--- src/rtl/uart_pkg.sv ---
// uart_pkg: shared UART states and default timing constants for the tx and rx paths
package uart_pkg;
  typedef enum logic [2:0] {IDLE, START, DATA, PARITY, STOP} state_t;
  localparam int OVERSAMPLE  = 16;
  localparam int CLK_DIV_DEF = 163;
  localparam int DBIT_DEF    = 8;
  localparam int SB_TICK_DEF = 16;
endpackage

--- src/rtl/uart_baud_gen.sv ---
// baud_gen: mod-CLK_DIV divider producing a one-cycle oversample tick, synchronously clearable
module baud_gen
  import uart_pkg::*;
#(
  parameter int CLK_DIV = CLK_DIV_DEF
) (
  input  logic clk,
  input  logic rst,
  input  logic clr,
  output logic tick
);
  localparam int W = $clog2(CLK_DIV);
  logic [W-1:0] cnt;
  assign tick = cnt == W'(CLK_DIV - 1);
  // count 0..CLK_DIV-1, restarting on clear so a new frame gets full-length bits
  always_ff @(posedge clk)
    cnt <= (rst || clr || tick) ? '0 : cnt + 1'b1;
endmodule

--- src/rtl/uart_tx_ctrl.sv ---
// uart_tx_ctrl: 8N1 UART transmitter with valid/ready input, LSB first; UART_TX_PARITY_EN adds an even parity bit
module uart_tx_ctrl
  import uart_pkg::*;
#(
  parameter int CLK_DIV = CLK_DIV_DEF,
  parameter int DBIT    = DBIT_DEF,
  parameter int SB_TICK = SB_TICK_DEF
) (
  input  logic            clk,
  input  logic            rst,
  input  logic            tx_valid,
  input  logic [DBIT-1:0] tx_data,
  output logic            tx_ready,
  output logic            tx,
  output logic            tx_busy,
  output logic            tx_done
);
  localparam int SW = $clog2(SB_TICK) > 4 ? $clog2(SB_TICK) : 4;
  localparam int NW = DBIT > 1 ? $clog2(DBIT) : 1;
  state_t state, state_n;
  logic [SW-1:0] s, s_n;
  logic [NW-1:0] n, n_n;
  logic [DBIT-1:0] b, b_n;
  logic tick, accept, last_os, last_sb, tx_n;
  assign accept  = tx_valid && tx_ready;
  assign last_os = tick && s == SW'(OVERSAMPLE - 1);
  assign last_sb = tick && s == SW'(SB_TICK - 1);
  baud_gen #(.CLK_DIV(CLK_DIV)) u_baud (
    .clk (clk),
    .rst (rst),
    .clr (accept),
    .tick(tick)
  );
`ifdef UART_TX_PARITY_EN
  logic par;
  // even parity of the byte as latched at acceptance
  always_ff @(posedge clk)
    par <= rst ? 1'b0 : accept ? ^tx_data : par;
`endif
  // next state, tick/bit counters, shift register and next line level
  always_comb begin
    state_n = state;
    s_n     = (state == IDLE) ? '0 : tick ? s + 1'b1 : s;
    n_n     = n;
    b_n     = b;
    case (state)
      IDLE: if (accept) begin
        state_n = START;
        b_n     = tx_data;
      end
      START: if (last_os) begin
        state_n = DATA;
        s_n     = '0;
        n_n     = '0;
      end
      DATA: if (last_os) begin
        s_n = '0;
        b_n = b >> 1;
        n_n = n + 1'b1;
`ifdef UART_TX_PARITY_EN
        if (n == NW'(DBIT - 1)) state_n = PARITY;
`else
        if (n == NW'(DBIT - 1)) state_n = STOP;
`endif
      end
      PARITY: if (last_os) begin
        state_n = STOP;
        s_n     = '0;
      end
      STOP: if (last_sb) begin
        state_n = IDLE;
        s_n     = '0;
      end
      default: state_n = IDLE;
    endcase
`ifdef UART_TX_PARITY_EN
    tx_n = (state_n == START) ? 1'b0 : (state_n == DATA) ? b_n[0] : (state_n == PARITY) ? par : 1'b1;
`else
    tx_n = (state_n == START) ? 1'b0 : (state_n == DATA) ? b_n[0] : 1'b1;
`endif
  end
  // state register with registered outputs derived from the next state
  always_ff @(posedge clk)
    if (rst) begin
      state    <= IDLE;
      s        <= '0;
      n        <= '0;
      b        <= '0;
      tx       <= 1'b1;
      tx_ready <= 1'b1;
      tx_busy  <= 1'b0;
      tx_done  <= 1'b0;
    end else begin
      state    <= state_n;
      s        <= s_n;
      n        <= n_n;
      b        <= b_n;
      tx       <= tx_n;
      tx_ready <= state_n == IDLE;
      tx_busy  <= state_n != IDLE;
      tx_done  <= state == STOP && state_n == IDLE;
    end
endmodule

--- config.mk ---
export PLATFORM = sky130hd
export DESIGN_NAME = uart_tx_ctrl
export DESIGN_NICKNAME = d
export VERILOG_FILES = /design/src/rtl/uart_pkg.sv /design/src/rtl/uart_baud_gen.sv /design/src/rtl/uart_tx_ctrl.sv
export SDC_FILE = /design/constraint.sdc
export NUM_CORES = 1
export LEC_CHECK = 0
export BUFFER_PORTS_ARGS = -buffer_cell sky130_fd_sc_hd__buf_2
export CAP_MARGIN = 20
export CORE_UTILIZATION = 40
export DETAILED_ROUTE_END_ITERATION = 10
export PLACE_DENSITY = 0.59
export SLEW_MARGIN = 20
export SYNTH_ARGS = -nofsm -noshare
export SYNTH_HDL_FRONTEND = slang
export SYNTH_SLANG_ARGS = --single-unit
export TNS_END_PERCENT = 1
--- constraint.sdc ---
create_clock -name clk -period 1.9 [get_ports clk]
set_clock_uncertainty 0.05 [all_clocks]
set_input_delay 0.475 -clock clk [delete_from_list [all_inputs] [get_ports clk]]
set_output_delay 0.475 -clock clk [all_outputs]
set_load 0.05 [all_outputs]
* Yosys cells after proc, flatten, opt, wreduce, memory -nomap -nowiden
Index checks and enable logic that the tools add are counted.
Word-level totals: register bits after elaboration 30, output and inout bits 4, logic and storage cells 57
Operators by class: $add $sub $neg 3, equality and inequality tests 12, muxes and demuxes 19, reduce and logical (&&, ||, !) cells 13
Operators by type and width (number):
- 2-to-1 mux 3 bit | 8
- 2-to-1 mux 4 bit | 4
- 2-to-1 mux 8 bit | 2
- case mux 8 bit (2 select lines) | 1
- case mux 3 bit (5 select lines) | 1
- == test 3 x 2 -> 1 bit (second input constant) | 3
- adder 8 x 1 -> 8 bit (second input constant) | 1
- == test 8 bit (second input constant) | 1
- == test 3 x 1 -> 1 bit (second input constant) | 2
- == test 3 bit (second input constant) | 2
- zero test 3 bit | 2
- case mux 3 bit (2 select lines) | 1
- AND reduction 3 bit | 2
- adder 4 x 1 -> 4 bit (second input constant) | 1
- == test 4 bit (second input constant) | 1
- != test 2 bit (second input constant) | 2
- nonzero test 2 bit | 2
- OR reduction 4 bit | 1
- adder 3 x 1 -> 3 bit (second input constant) | 1
- logical AND 1 bit | 3
- nonzero test 3 bit | 1
- logical OR 1 bit | 2
- 2-to-1 mux 1 bit | 2
- != test 2 x 1 -> 1 bit (second input constant) | 1

* Logic depth before layout (Yosys ltp)
depth after elaboration 7, mapped depth 8, gate-level depth less buffers 7

* By module
From an unflattened synthesis, not the netlist that was laid out.
Unflattened totals: cell total of the unflattened synthesis 149, area, all modules 1373.8 µm²
Modules (own cells, without submodules):
- uart_tx_ctrl | times used 1, cells an instance 108, area each 977.2 µm², seq. area each 440.4 µm²
- baud_gen | times used 1, cells an instance 41, area each 396.6 µm², seq. area each 160.2 µm²

* Worst setup path before layout
OpenSTA, ideal clock, no wires.
kind register to register, from reg u_baud.cnt[0], to reg tx, setup time 123 ps, arrival time 1744 ps, data required time 1727 ps, path slack -17 ps, stages on the path, launching flop included 8, buffers on the path 0, clock period less this slack 1917 ps, cell sequence dfxtp_1 inv_1 ha_1 nand4b_1 or3_4 a221o_1 nor4b_2 a21oi_1
On the way: cells in the longest elaborated chain, start to end 7, elaborated cells on any way between the ends 13, classes of those cells eq/ne (3); mux (9); reduce/logical (1)
RTL lines:
- start: declaration | RTL line uart_baud_gen.sv:13 | logic [W-1:0] cnt;
- start signal: assignment | RTL line uart_baud_gen.sv:17 | cnt <= (rst || clr || tick) ? '0 : cnt + 1'b1;
- == test 8 bit * | RTL line uart_baud_gen.sv:14 | assign tick = cnt == W'(CLK_DIV - 1);
- logical AND 1 bit * | RTL line uart_tx_ctrl.sv:26, uart_tx_ctrl.sv:27
- 2-to-1 mux 3 bit (on tied branches)
- case mux 3 bit (5 select lines) | RTL line uart_tx_ctrl.sv:46 | case (state)
- == test 3 x 2 -> 1 bit | RTL line uart_tx_ctrl.sv:79 | tx_n = (state_n == START) ? 1'b0 : (state_n == DATA) ? b_n[0] : 1'b1;
- 2-to-1 mux 1 bit | RTL line uart_tx_ctrl.sv:79
- 2-to-1 mux 1 bit * | RTL line uart_tx_ctrl.sv:79
- end signal: assignment | RTL line uart_tx_ctrl.sv:98 | tx <= tx_n;
- end: declaration | RTL line uart_tx_ctrl.sv:14 | output logic tx,
Mark *: on every way between the ends. The rest lies on a longest branch, timed or not. The select of a mux whose other input is x is not followed. A chain may end at the register's enable or synchronous reset.

* Worst setup path after layout
from reg u_baud.cnt[4], to reg tx
Same word-level chain as after synthesis.

==> reports/metrics.csv <==
stage;metric;value;unit
worst_setup_path;rr_worst_depth;5;
global_routing;grt_max_degree;15;
worst_setup_path;timing.rr.start;u_baud.cnt[4];
worst_setup_path;crit_family;simple AND/OR/NAND/NOR gates;
sta;setup_viol;0;
route;drc;0;
worst_setup_path;crit_buf_inv;0;
placed_design;gp_congestion;0.850;
route;ant_nets;0;
global_routing;grt_pass1_wl;4550;um
die;die-area;3630;um2
sta;max_freq;0.534;GHz
logic_synthesis;synth_seq_area_share;44.3;%
global_routing;antenna_found_initial;0;
final_layout;drive_above_1_share;33.0;%
sta;fin_crit_sh;98.5;%
run_status;outcome;completed;
sta;hold_violations;0;
final_layout;layout.nets;197;
power_and_ir_drop;seq_power_share;55.2;%
route;drtIter0Drc;41;
logic_synthesis;ys_async_sr_fraction;0;%
final_layout;n_fill_cell;294;
logic_synthesis;syn_nets;164;
sta;relSlewSlack;70.1;%
logic_synthesis;synth_cell_type_count;41;
clock_network;tritoncts;built;
clock_network;clockRootBuffer;clkbuf_4;
route;wirelength;2670;um
worst_setup_path;cp.required;2.05;ns
worst_setup_path;critPathLaunch;u_baud.cnt[4];
global_routing;gr-total-overflow;0;
power_and_ir_drop;ir_drop;0.314;mV
global_routing;grt_pass1_vias;1077;
clock_network;clk_pin_slew_worst_paths;0.09;ns
logic_synthesis;synth_seq_cells;30;
min_path;min_path_type;input port to flop;
power_and_ir_drop;p_leak;0.000644;uW
final_layout;antenna_cells;0;
power_and_ir_drop;total_power;1200;uW
worst_setup_path;path_common_cell;or3_4;
die;core_area;3130;um2
clock_network;cts.sinks;30;
logic_synthesis;yosys_warnings;0;
logic_synthesis;syn_area;1360;um2
route;num_vias;1123;
clock_network;htree_levels;2;
logic_synthesis;syn_avg_cell_area;9.16;um2
worst_setup_path;timing.rr.end;tx;
clock_network;ctsLongestPathBuffers;2;
sta;slew_viol_final;0;
worst_setup_path;worst_path_max_delay_cell;or3_4;
worst_setup_path;r2r_slack;0.03;ns
route;wire_per_inst;11.8;um
placed_design;portBuffers;14;
worst_setup_path;start_kind;flop;
route;first_pass_iters;6;
die;core.rowCount;20;
route;via_per_inst;4.97;
sta;finalCriticalPeriod;1.87;ns
clock_network;cts_buffers;5;
final_layout;design_area;1680;um2
logic_synthesis;yosysTopAreaCellShare;44.3;%
power_and_ir_drop;switchingPower;314;uW
flow_run;cap_viol_max_count;0;
clock_network;clock_latency;0.31;ns
power_and_ir_drop;power_frac_clock;32.3;%
worst_setup_path;path_depth;5;
die;die_x;60.2;um
final_layout;syn2layout_area_growth;24.2;%
global_routing;grt_usage;17.1;%
logic_synthesis;syn_inst;148;
placed_design;placed_area;1580;um2
worst_setup_path;worstSetupEndpointType;flop;
logic_synthesis;synth.area.top_cells;dfxtp_1 44%, nor2_1 5.0%, ha_1 4.6%;
logic_synthesis;yosysTopAreaCell;dfxtp_1;
logic_synthesis;synthFlopType;dfxtp_1;
worst_setup_path;worstPathMaxFanout;6;
sta;tightest_slew;0.447;ns
die;ios;15;
power_and_ir_drop;sw_frac_of_total;26.0;%
worst_setup_path;critPathKind;flop to flop;
logic_synthesis;synth_edf_count;0;
worst_setup_path;cp.arrival;2.02;ns
sta;rsz0062_at_grt;true;
power_and_ir_drop;intPower;891;uW
power_and_ir_drop;power.density;715;nW/um2
die;initial_core_util;43.4;%
power_and_ir_drop;pwr-share-comb;12.5;%
worst_setup_path;crit_path_end;tx;
placed_design;hpwl;1960;um
die;die-height;60.2;um
worst_setup_path;path_cells;or3_4, or3_4, a221o_1, nor4b_2, a21oi_1;
worst_setup_path;slowest_delay;0.42;ns
[metrics by stage]
step	util, %	TNS (ns)	hold slack [ns]	cells	setup slack [ns]
2_1_floorplan	-	0	0.378	148	0.000598
3_3_place_gp	50.6	0	0.393	217	0.0324
3_5_place_dp	50.6	0	0.401	217	0.00301
4_1_cts	52.6	0	0.339	225	0.00946
5_1_grt	53.8	-0.0692	0.340	226	-0.0213
6_report	53.8	0	0.351	226	0.0287
[cell families after synthesis]
| family | after synthesis | synth area share [%] |
|---|---|---|
| DFF | 30 | 44.3 |
| buffers and inverters | 9 | 3.41 |
| adders and majority gates | 5 | 4.61 |
| AOI/OAI and AO/OA | 35 | 17.4 |
| and+or+nand+nor | 60 | 24.4 |
| xor gates and xnor gates | 9 | 5.81 |
[layout make-up]
cell class,count,area [um2],share of cell area (%)
inverters,2,7.51,0.446
clock buffers,7,55.1,3.27
flip-flops and latches,30,603,35.8
well taps,44,55.1,3.27
multi-input cells,109,742,44.1
repair buffers,33,216,12.9
clock inverters,1,5.00,0.297
[placed cells by master, fill, tap and decap left out, types with 2 or more instances in the layout]
cell | Yosys | layout
dfxtp_1 | 30 | 28
nor2_1 | 18 | 18
buf_4 | 1 | 18
nand2_1 | 15 | 15
buf_2 | 1 | 14
a21oi_1 | 12 | 12
a22oi_1 | 7 | 7
xor2_1 | 6 | 6
nand3_1 | 5 | 5
clkbuf_4 | 0 | 5
ha_1 | 5 | 4
or3_4 | 3 | 3
or2_2 | 3 | 3
xnor2_1 | 3 | 3
inv_1 | 2 | 2
nor4_1 | 3 | 2
o22ai_1 | 2 | 2
a22o_1 | 2 | 2
o21ai_1 | 0 | 2
dfxtp_2 | 0 | 2
[power groups by stage]
stage                     Sequential [uW]  Combinational [uW]  Clock, uW
final                                 664                 151        389
after global routing                  667                 168        425
after CTS                             665                 150        402
after detailed placement              679                 149          0
after global placement                679                 147          0
after floorplan                       703                77.8          0
[repair_timing]
| action | 4_1_cts | 5_1_grt |
|---|---|---|
| gates resized for setup | 1 | 9 |
| buffers inserted | 0 | 1 |
| endpoints found under the setup margin | 2 | 11 |
| pin swaps | 1 | 4 |
| hold buffers | 0 | 0 |
[worst min-delay path by stage]
stage                     from    to  slack (ns)  depth (start not counted)
finish              tx_data[7]  b[7]        0.35                          3
global route        tx_data[7]  b[7]        0.34                          3
CTS                 tx_data[7]  b[7]        0.34                          3
detailed placement        b[3]  b[3]        0.40                          2
global placement          b[0]  b[0]        0.39                          2
floorplan                 b[0]  b[0]        0.38                          2
[state kept, by name, indices dropped and copies added, names as in the netlist]
signal,flops
state,3
tx_ready,1
b,8
n,3
tx_done,1
tx,1
s,4
u_baud.cnt,8
tx_busy,1
[cells in the mapped netlist (2+ instances only)]
cell type / count
dfxtp_1: 30
nor2_1: 18
nand2_1: 15
a21oi_1: 12
a22oi_1: 7
xor2_1: 6
ha_1: 5
nand3_1: 5
clkbuf_1: 4
nor4_1: 3
o21ai_0: 3
or2_2: 3
or3_4: 3
xnor2_1: 3
a22o_1: 2
inv_1: 2
nor3_1: 2
o22ai_1: 2
[tightest hold or removal path: stages]
cell	delay, ns
buf_2	0.07
a21oi_1	0.05
nor2_1	0.08
[per-layer routing]
layer / track usage, % / part of all wire (%) / up-vias
li1: - / - / 592
met1: 20.6 / 46 / 512
met2: 27.5 / 50 / 17
met3: 5.84 / 3.4 / 2
met4: 6.98 / 0.71 / 0
met5: 0 / 0 / -
No activity file was read; power rests on OpenSTA's default activity.
